[src/rtl/inst_sram_axi_rd_bridge.sv]
// Instruction-fetch SRAM-like read port to AXI4 read-only master (AR + R), single fixed ARID.
// Latency: req->addr_ok 0 cycles, addr_ok->arvalid 1 cycle, R handshake->data_ok 0 cycles (+1 with INST_BRIDGE_RDATA_REG_EN).
// Backpressure: addr_ok withheld while an AR is pending or MAX_OUT reads are outstanding; rready only while reads are outstanding.
module inst_sram_axi_rd_bridge #(
  parameter logic [3:0] ARID    = 4'd0,
  parameter int         MAX_OUT = 2,
  parameter int         CNT_W   = 3
) (
  input  logic        clk,
  input  logic        resetn,
  // fetch-side SRAM-like read port
  input  logic        inst_sram_req,
  input  logic        inst_sram_wr,
  input  logic [1:0]  inst_sram_size,
  input  logic [31:0] inst_sram_addr,
  output logic        inst_sram_addr_ok,
  output logic        inst_sram_data_ok,
  output logic [31:0] inst_sram_rdata,
  // AXI AR channel
  output logic [3:0]  arid,
  output logic [31:0] araddr,
  output logic [7:0]  arlen,
  output logic [2:0]  arsize,
  output logic [1:0]  arburst,
  output logic [1:0]  arlock,
  output logic [3:0]  arcache,
  output logic [2:0]  arprot,
  output logic        arvalid,
  input  logic        arready,
  // AXI R channel
  input  logic [3:0]  rid,
  input  logic [31:0] rdata,
  input  logic [1:0]  rresp,
  input  logic        rlast,
  input  logic        rvalid,
  output logic        rready
);

  typedef enum logic [0:0] {
    AR_IDLE = 1'b0,
    AR_SEND = 1'b1
  } ar_state_t;

  localparam logic [CNT_W-1:0] MAX_OUT_C = CNT_W'(MAX_OUT);

  ar_state_t        state;
  ar_state_t        state_nxt;
  logic [31:0]      araddr_q;
  logic [1:0]       size_q;
  logic [CNT_W-1:0] out_cnt;
  logic [CNT_W-1:0] out_cnt_nxt;
  logic             rready_q;
  logic             r_hs;
  logic             cnt_room;
  logic             acc;

  // Single fixed ID and single-beat INCR reads only; rid/rlast carry no information here.
  assign arid    = ARID;
  assign arlen   = 8'd0;
  assign arburst = 2'b01;
  assign arlock  = 2'b00;
  assign arcache = 4'b0000;
  assign arprot  = 3'b000;
  assign araddr  = araddr_q;
  assign arsize  = {1'b0, size_q};

  logic unused_ok;
  assign unused_ok = &{1'b0, rid, rresp, rlast};

  assign r_hs = rvalid & rready;

  // A return in the same cycle frees a slot, so a full bridge can accept on that cycle.
  assign cnt_room = (out_cnt < MAX_OUT_C) | r_hs;
  assign acc      = inst_sram_addr_ok;

  // AR FSM next state and combinational outputs.
  always_comb begin
    state_nxt         = state;
    inst_sram_addr_ok = 1'b0;
    arvalid           = 1'b0;
    case (state)
      AR_IDLE: begin
        inst_sram_addr_ok = inst_sram_req & ~inst_sram_wr & cnt_room;
        if (inst_sram_addr_ok) begin
          state_nxt = AR_SEND;
        end
      end
      AR_SEND: begin
        arvalid = 1'b1;
        if (arready) begin
          state_nxt = AR_IDLE;
        end
      end
      default: begin
        state_nxt = AR_IDLE;
      end
    endcase
  end

  // AR FSM state register.
  always_ff @(posedge clk or negedge resetn) begin
    if (!resetn) begin
      state <= AR_IDLE;
    end else begin
      state <= state_nxt;
    end
  end

  // Capture address/size on accept; held stable through AR_SEND until the handshake.
  always_ff @(posedge clk or negedge resetn) begin
    if (!resetn) begin
      araddr_q <= 32'd0;
      size_q   <= 2'd0;
    end else if (acc) begin
      araddr_q <= inst_sram_addr;
      size_q   <= inst_sram_size;
    end
  end

  // Outstanding count: +1 on accept, -1 on R handshake, unchanged when both coincide.
  always_comb begin
    out_cnt_nxt = out_cnt;
    case ({acc, r_hs})
      2'b10:   out_cnt_nxt = out_cnt + CNT_W'(1);
      2'b01:   out_cnt_nxt = out_cnt - CNT_W'(1);
      default: out_cnt_nxt = out_cnt;
    endcase
  end

  // Count register plus rready registered from the next count, so rready tracks out_cnt != 0.
  always_ff @(posedge clk or negedge resetn) begin
    if (!resetn) begin
      out_cnt  <= '0;
      rready_q <= 1'b0;
    end else begin
      out_cnt  <= out_cnt_nxt;
      rready_q <= (out_cnt_nxt != '0);
    end
  end

`ifdef INST_BRIDGE_RDATA_REG_EN
  logic        data_ok_q;
  logic [31:0] rdata_q;

  // The fetch side consumes data_ok unconditionally, so the output register drains
  // every cycle and never needs to hold off rready.
  assign rready            = rready_q;
  assign inst_sram_data_ok = data_ok_q;
  assign inst_sram_rdata   = rdata_q;

  // Register the R beat to break the rvalid -> data_ok path.
  always_ff @(posedge clk or negedge resetn) begin
    if (!resetn) begin
      data_ok_q <= 1'b0;
      rdata_q   <= 32'd0;
    end else begin
      data_ok_q <= r_hs;
      if (r_hs) begin
        rdata_q <= rdata;
      end
    end
  end
`else
  assign rready            = rready_q;
  assign inst_sram_data_ok = r_hs;
  assign inst_sram_rdata   = rdata;
`endif

endmodule

[config.mk]
export PLATFORM = sky130hd
export DESIGN_NAME = inst_sram_axi_rd_bridge
export DESIGN_NICKNAME = d
export VERILOG_FILES = /design/src/rtl/inst_sram_axi_rd_bridge.sv
export SDC_FILE = /design/constraint.sdc
export NUM_CORES = 1
export LEC_CHECK = 0
export ABC_AREA = 1
export BUFFER_PORTS_ARGS = -buffer_cell sky130_fd_sc_hd__clkbuf_2
export CAP_MARGIN = 20
export CORE_AREA = 5 5 62 105
export CTS_CLUSTER_DIAMETER = 120
export DETAILED_ROUTE_END_ITERATION = 10
export DIE_AREA = 0 0 67 110
export PLACE_DENSITY = 0.78
export SYNTH_ARGS = -nofsm -noshare
export SYNTH_HDL_FRONTEND = slang
export SYNTH_SLANG_ARGS = --single-unit
[constraint.sdc]
create_clock -name clk -period 2.27 [get_ports clk]
set_clock_uncertainty 0.05 [all_clocks]
set_input_delay 0.454 -clock clk [delete_from_list [all_inputs] [get_ports clk]]
set_output_delay 0.454 -clock clk [all_outputs]
set_load 0.02 [all_outputs]
# Word-level counts from Yosys, hierarchy flattened
# Index checks and enable logic that the tools add are counted.
# totals
regBits	39
inputBits	79
out_inout_bits	94
word_cells	23
# op_classes
addsub	2
n_lt_le_gt_ge	1
eq_ne	2
n_mux	6
n_bitwise	6
n_reduce_logical	1
# ops
cell	n
3-bit case mux with 2 select lines	1
1-bit 2-to-1 mux	4
3-bit by 1-bit adder with 3-bit output, second input constant	1
1-bit bitwise AND	3
3-bit by 2-bit < comparator with 1-bit output, second input constant	1
3-bit nonzero test	1
3-bit by 1-bit subtractor with 3-bit output, second input constant	1
2-bit by 1-bit equality test with 1-bit output, second input constant	1
2-bit equality test, second input constant	1
1-bit inverter	2
1-bit case mux with 2 select lines	1
1-bit OR	1

# Depth between registers and ports, before layout
# Gate-level depths: netlist of the first run.
# logic_depth
word_depth	7
mapped_depth	12
mapped_depth_nobuf	11

# Worst setup path after synthesis of the first run
# No wires, ideal clock.
# synth_timing
kind	input port to flip-flop
start	in inst_sram_wr
end	reg rready_q (netlist: rready)
setup_ps	126
arrival_time_ps	1893
required_time_ps	2094
slack_ps	201
stages	11
n_path_buf	1
path_cell_list	inv_1 -> nand2_1 -> nor2_4 -> nand2_4 -> buf_6 -> ha_1 -> fa_1 -> nand2_1 -> nand2_1 -> nor2_1 -> nand3_1
# synth_between
elab_chain_cells	7
word_cells_on_any_way	8
classes_between	eq/ne: 2; mux: 2; bitwise: 3; reduce/logical: 1
# synth_lines
element	line	rtl
start, declared	13	input logic inst_sram_wr,
1-bit inverter *	83	inst_sram_addr_ok = inst_sram_req & ~inst_sram_wr & cnt_room;
1-bit bitwise AND * (2 in a row)	83	
1-bit 2-to-1 mux *	81	case (state)
2-bit by 1-bit equality test with 1-bit output or 2-bit equality test (tied branches)	123	case ({acc, r_hs})
3-bit case mux with 2 select lines *	123	
net out_cnt_nxt[1]	51	logic [CNT_W-1:0] out_cnt_nxt;
3-bit nonzero test *	137	rready_q <= (out_cnt_nxt != '0);
end signal, assigned	137	
end, declared	52	logic rready_q;
# The timed path passes the listed nets; every way through them passes the cells marked *.
# A chain may end at the register's enable or synchronous reset.

# Final worst setup path of the first run
# layout_timing
start	reg rready_q (netlist: rready)
end	out inst_sram_addr_ok
# layout_between
elab_chain_cells	4
# layout_lines
element	line	rtl
1-bit bitwise AND	70	assign r_hs = rvalid & rready;
1-bit OR	73	assign cnt_room = (out_cnt < MAX_OUT_C) | r_hs;
1-bit bitwise AND	83	
1-bit 2-to-1 mux	81	
end, declared	16	output logic inst_sram_addr_ok,
# No other way between the ends.

==> results of run 1 <==
report_power, final:
part           switching, mW  total [mW]  leakage (nW)  internal, mW
Clock                  0.214       0.418        0.0371         0.205
Combinational           1.01        1.46         0.825         0.454
Sequential             0.203        1.24         0.482          1.04
Total                   1.43        3.12          1.34          1.70
layer usage:
layer	wire [um]	track usage
met4	186	0.0914
met2	2450	0.229
met1	1720	0.148
met3	415	0.0396
met5	0	0
placed cells by master, fill, tap and decap left out:
master	n
buf_4	4
clkbuf_1	1
clkbuf_2	77
clkbuf_8	5
conb_1	24
dfrtp_1	39
fa_1	1
ha_1	1
inv_1	9
nand2_1	80
nand2_4	1
nand3_1	36
nand4_1	1
nor2_1	1
nor2_4	1
o21ai_0	1
o21ai_4	1
synth_stat cells (all sizes together):
master,instances
nand2,81
buf,65
dfrtp,39
nand3,36
inv,9
conb,2
nor2,2
o21ai,2
fa,1
ha,1
nand4,1
logic make-up after synthesis:
family,count (synthesis),synth area share
AND/OR/NAND/NOR,120,0.247
AO/OA/AOI/OAI,2,0.0102
flip-flops,39,0.470
buffers and inverters,74,0.253
adder cells (fa/ha/maj),2,0.0157
other,2,0.00362
critical path: cells and delay by family, from the launching register on:
kind            cells  cell delay [ps]
compound gates      1               90
buf+inv             3              580
flops               1              380
simple gates        2              200
sequential cells by signal (all words and copies together), names as in the netlist:
register and count:
state 1, size_q 2, rready 1, araddr 32, out_cnt 3
final cells by class:
| cell class | instances | area share |
|---|---|---|
| flip-flops and latches | 39 | 0.434 |
| clock buffers | 6 | 0.0323 |
| inverters | 9 | 0.0150 |
| well taps | 76 | 0.0423 |
| multi-input cells | 148 | 0.292 |
| repair buffers | 81 | 0.185 |
metrics by stage:
stage	hold slack [ps]	std cells	util	setup WS [ps]	power [mW]
floorplan	108	261	-	201	2.34
global placement	402	353	0.393	291	2.68
detailed placement	407	353	0.393	227	2.75
CTS	175	359	0.406	189	3.18
global route	218	359	0.406	81.7	3.40
finish	169	359	0.406	234	3.12
worst max-delay path by stage:
stage | startpoint | end | slack [ps] | cells after the start
detailed placement | inst_sram_wr | rready | 230 | 11
CTS | rready | inst_sram_addr_ok | 190 | 6
floorplan | inst_sram_wr | rready | 200 | 11
finish | rready | inst_sram_addr_ok | 230 | 6
global route | rready | inst_sram_addr_ok | 80 | 6
global placement | inst_sram_wr | rready | 290 | 11
==> flow_metrics.py, run 1 <==
metrics = {
    "status": {
        "status": "finished, final reports clean",
    },
    "clock_network": {
        "ctsHoldBuffers": 0,
        "cts_buffer_depth": 2,
        "numCtsBuffers": 5,
        "ctsRootBufferMaster": "clkbuf_8",
        "postCtsSetupBuffers": 0,
        "cts-resized-gates": 0,
        "clock_sinks": 39,
        "clock_latency_ps": 280,
        "clk_pin_slew_ps": 70,
        "h-tree-depth": 2,
        "cts_tree": "yes",
    },
    "sta": {
        "finalMaxSlewViolations": 0,
        "setup_violations": 0,
        "max_freq_mhz": 491,
        "hold_viol": 0,
        "period_needed_ps": 2040,
        "post-route-period-util": 0.897,
        "setup_tns_ps": 0,
        "rsz0062_at_grt": "no",
    },
    "synthesis": {
        "synth.top_cell.area_share": 0.470,
        "yosysSeqAreaShare": 0.470,
        "ys_types": 16,
        "ys_seq_elements": 39,
        "yosys-top-cells-area": "dfrtp_1 (47%), buf_4 (21%), nand2_1 (14%)",
        "syn-cell-area_um2": 2080,
        "netlist_instances": 239,
        "yosysWarnings": 0,
        "yosysTopAreaCell": "dfrtp_1",
        "synth_area_per_cell_um2": 8.69,
    },
    "critical_path": {
        "path_cells": "nand2_1 -> o21ai_4 -> nand2_4 -> buf_4 -> inv_1 -> clkbuf_2",
        "worstSetupStartpointType": "flip-flop",
        "cp_max_fo": 36,
        "critPathRequiredTime_ps": 1770,
        "end_kind": "output pin",
        "rr_worst_depth": 8,
        "worstSetupPathType": "reg -> out",
        "regToRegEndpoint": "rready",
        "rrSetupSlack_ps": 350,
        "slowest_delay_ps": 380,
        "r2r-start": "out_cnt[2]",
        "crit_slowest_cell": "dfrtp_1",
        "critPathArrivalTime_ps": 1530,
    },
    "routing": {
        "drt-vias-per-instance": 4.36,
        "vias": 1565,
        "antenna_left": 0,
        "drtIter0Drc": 69,
        "wl_um": 4770,
        "wl_per_cell_um": 13.3,
        "drt_first_pass_iters": 4,
        "drc": 0,
    },
    "floorplan": {
        "io_pins": 173,
        "start_util": 0.375,
        "die_w_um": 67,
        "coreArea_um2": 5540,
        "die_area_um2": 7370,
        "die-height_um": 110,
        "fp-row-count": 36,
    },
    "global_routing": {
        "grt_max_degree": 40,
        "grt.total_usage": 0.138,
        "grt_antenna_before_repair": 0,
        "grt_pass1_wl_um": 7530,
        "grt_overflow": 0,
        "grt_pass1_vias": 1513,
    },
    "placement": {
        "place.detailed.hpwl_um": 3520,
        "portBuffers": 77,
        "postPlaceCellArea_um2": 2180,
        "gp_congestion": 0.657,
    },
    "job": {
        "drv_cap": 0,
    },
    "cells_and_area": {
        "multiInputGateArea_um2": 657,
        "stdcell_area_um2": 2250,
        "antennaDiodeCount": 0,
        "seqCellArea_um2": 976,
        "area_growth_pct": 8.38,
        "drive_above_1_share": 0.314,
        "n_fill_cell": 618,
        "finalNetCount": 365,
    },
    "worst_hold_path": {
        "hold_class": "in -> async",
    },
    "power_and_ir_drop": {
        "ir_drop_mv": 0.597,
        "cellLeakagePower_nw": 1.34,
        "powerDensity_nw_per_um2": 1390,
    },
}
Note: power is estimated with default switching activity, not from simulation.
==> inputs of run 2 (changes only) <==
--- a/config.mk
+++ b/config.mk
@@ -13,6 +13,7 @@
 export DETAILED_ROUTE_END_ITERATION = 10
 export DIE_AREA = 0 0 67 110
 export PLACE_DENSITY = 0.78
+export RECOVER_POWER = 100
 export SYNTH_ARGS = -nofsm -noshare
 export SYNTH_HDL_FRONTEND = slang
 export SYNTH_SLANG_ARGS = --single-unit
==> run 2 against run 1 <==
  * First-iteration DRC count up 22%
  * Sequential cell count unchanged
  * Power down 2.5%
  * Maximum frequency down 0.34%
  * Sequential power about the same
  * Final area down 2.3%
  * Via count up 0.96%
  * Highest routed layer unchanged
==> flow_metrics.py, run 2 (synthesis results as in run 1) <==
metrics = {
    "cells_and_area": {
        "finalNetCount": 365,
        "final_common_cell": "nand2_1",
        "largest_register_ffs": 32,
        "layout_common_cells": "nand2_1 (80), clkbuf_2 (42), dfrtp_1 (39)",
        "antennaDiodeCount": 0,
        "post-route-util": 0.397,
        "area_growth_pct": 5.91,
        "drive_above_1_share": 0.184,
        "n_fill_cell": 635,
    },
    "power_and_ir_drop": {
        "seqPwrFrac": 0.407,
        "powerDensity_nw_per_um2": 1380,
        "p_comb_frac": 0.454,
        "clock_power_share": 0.139,
        "swShare": 0.471,
        "ir_drop_mv": 0.607,
        "cell_internal_pwr_mw": 1.61,
        "power_switching_mw": 1.43,
        "cellLeakagePower_nw": 1.23,
    },
    "global_routing": {
        "grt_antenna_before_repair": 0,
        "grt_max_degree": 40,
        "grt.total_usage": 0.138,
        "grt_pass1_wl_um": 7530,
        "grt_overflow": 0,
        "grt_pass1_vias": 1513,
    },
    "floorplan": {
        "fp-row-count": 36,
        "coreArea_um2": 5540,
        "die-height_um": 110,
        "io_pins": 173,
        "start_util": 0.375,
        "die_area_um2": 7370,
        "die_w_um": 67,
    },
    "clock_network": {
        "ctsHoldBuffers": 0,
        "clock_sinks": 39,
        "clock_latency_ps": 290,
        "cts_buffer_depth": 2,
        "clk_pin_slew_ps": 70,
        "h-tree-depth": 2,
        "postCtsSetupBuffers": 0,
        "numCtsBuffers": 5,
        "cts-resized-gates": 0,
        "ctsRootBufferMaster": "clkbuf_8",
        "cts_tree": "yes",
    },
    "routing": {
        "drt-vias-per-instance": 4.40,
        "drtIter0Drc": 84,
        "drc": 0,
        "antenna_left": 0,
        "wl_um": 4840,
        "drt_first_pass_iters": 4,
        "vias": 1580,
        "wl_per_cell_um": 13.5,
    },
    "critical_path": {
        "r2r-start": "out_cnt[2]",
        "worstSetupPathType": "reg -> out",
        "end_kind": "output pin",
        "critPathRequiredTime_ps": 1770,
        "critPathTopFamily": "buffers and inverters",
        "worstSetupPathDepth": 6,
        "cp_max_fo": 36,
        "path_cells": "nand2_1 -> o21ai_4 -> nand2_4 -> buf_4 -> inv_1 -> clkbuf_2",
        "rrSetupSlack_ps": 350,
        "critPathArrivalTime_ps": 1540,
        "rr_worst_depth": 8,
        "slowest_delay_ps": 380,
        "critical_path_buf_inv_count": 3,
        "regToRegEndpoint": "rready",
        "worstSetupStartpointType": "flip-flop",
        "crit_slowest_cell": "dfrtp_1",
    },
    "sta": {
        "slew_headroom": 0.349,
        "rsz0062_at_grt": "no",
        "setup_violations": 0,
        "setup_tns_ps": 0,
        "period_needed_ps": 2040,
        "hold_viol": 0,
        "post-route-period-util": 0.900,
        "max_freq_mhz": 489,
        "tightest_slew_ps": 977,
        "finalMaxSlewViolations": 0,
    },
    "worst_hold_path": {
        "hold_class": "in -> reg",
        "whs_endpoint": "state",
        "hp-start": "arready",
        "hold_depth": 2,
    },
    "job": {
        "drv_cap": 0,
    },
    "placement": {
        "place.detailed.hpwl_um": 3520,
        "portBuffers": 77,
        "gp_congestion": 0.657,
    },
    "status": {
        "status": "finished, final reports clean",
    },
}
## run 2: worst max-delay path by stage
| stage | from | end | slack (ps) |
|---|---|---|---|
| 2_1_floorplan | inst_sram_wr | rready | 200 |
| 3_3_place_gp | inst_sram_wr | rready | 290 |
| 6_report | rready | inst_sram_addr_ok | 230 |
| 5_1_grt | rready | inst_sram_addr_ok | 80 |
| 4_1_cts | rready | inst_sram_addr_ok | 190 |
| 3_5_place_dp | inst_sram_wr | rready | 230 |
## run 2: power by group through the flow
stage	clock, mW	sequential [mW]	combinational, mW
floorplan	0	1.63	0.704
global placement	0	1.24	1.45
detailed placement	0	1.26	1.49
CTS	0.440	1.25	1.49
global route	0.470	1.29	1.54
finish	0.422	1.24	1.38
## run 2: area by class of cell
type | count | area, um^2 | area share
Sequential cell | 39 | 976 | 0.444
Timing Repair Buffer | 81 | 364 | 0.166
Tap cell | 76 | 95.1 | 0.0433
Inverter | 9 | 33.8 | 0.0154
Clock buffer | 6 | 72.6 | 0.0330
Multi-Input combinational cell | 148 | 657 | 0.299
## run 2: through the flow
step                cells  total power [mW]  worst slack, ps  instance area, um^2  hold WS [ps]
finish                359              3.04              227                 2200           294
global route          359              3.30             82.3                 2200           274
CTS                   359              3.18              189                 2250           175
detailed placement    353              2.75              227                 2180           407
global placement      353              2.68              291                 2180           402
floorplan             261              2.34              201                 2160           108
## run 2: routing by layer
layer / wire, um / global-route usage / up-vias
met3: 446 / 0.0396 / 30
li1: - / - / 752
met5: 0 / 0 / -
met1: 1730 / 0.148 / 720
met2: 2460 / 0.229 / 78
met4: 201 / 0.0914 / 0
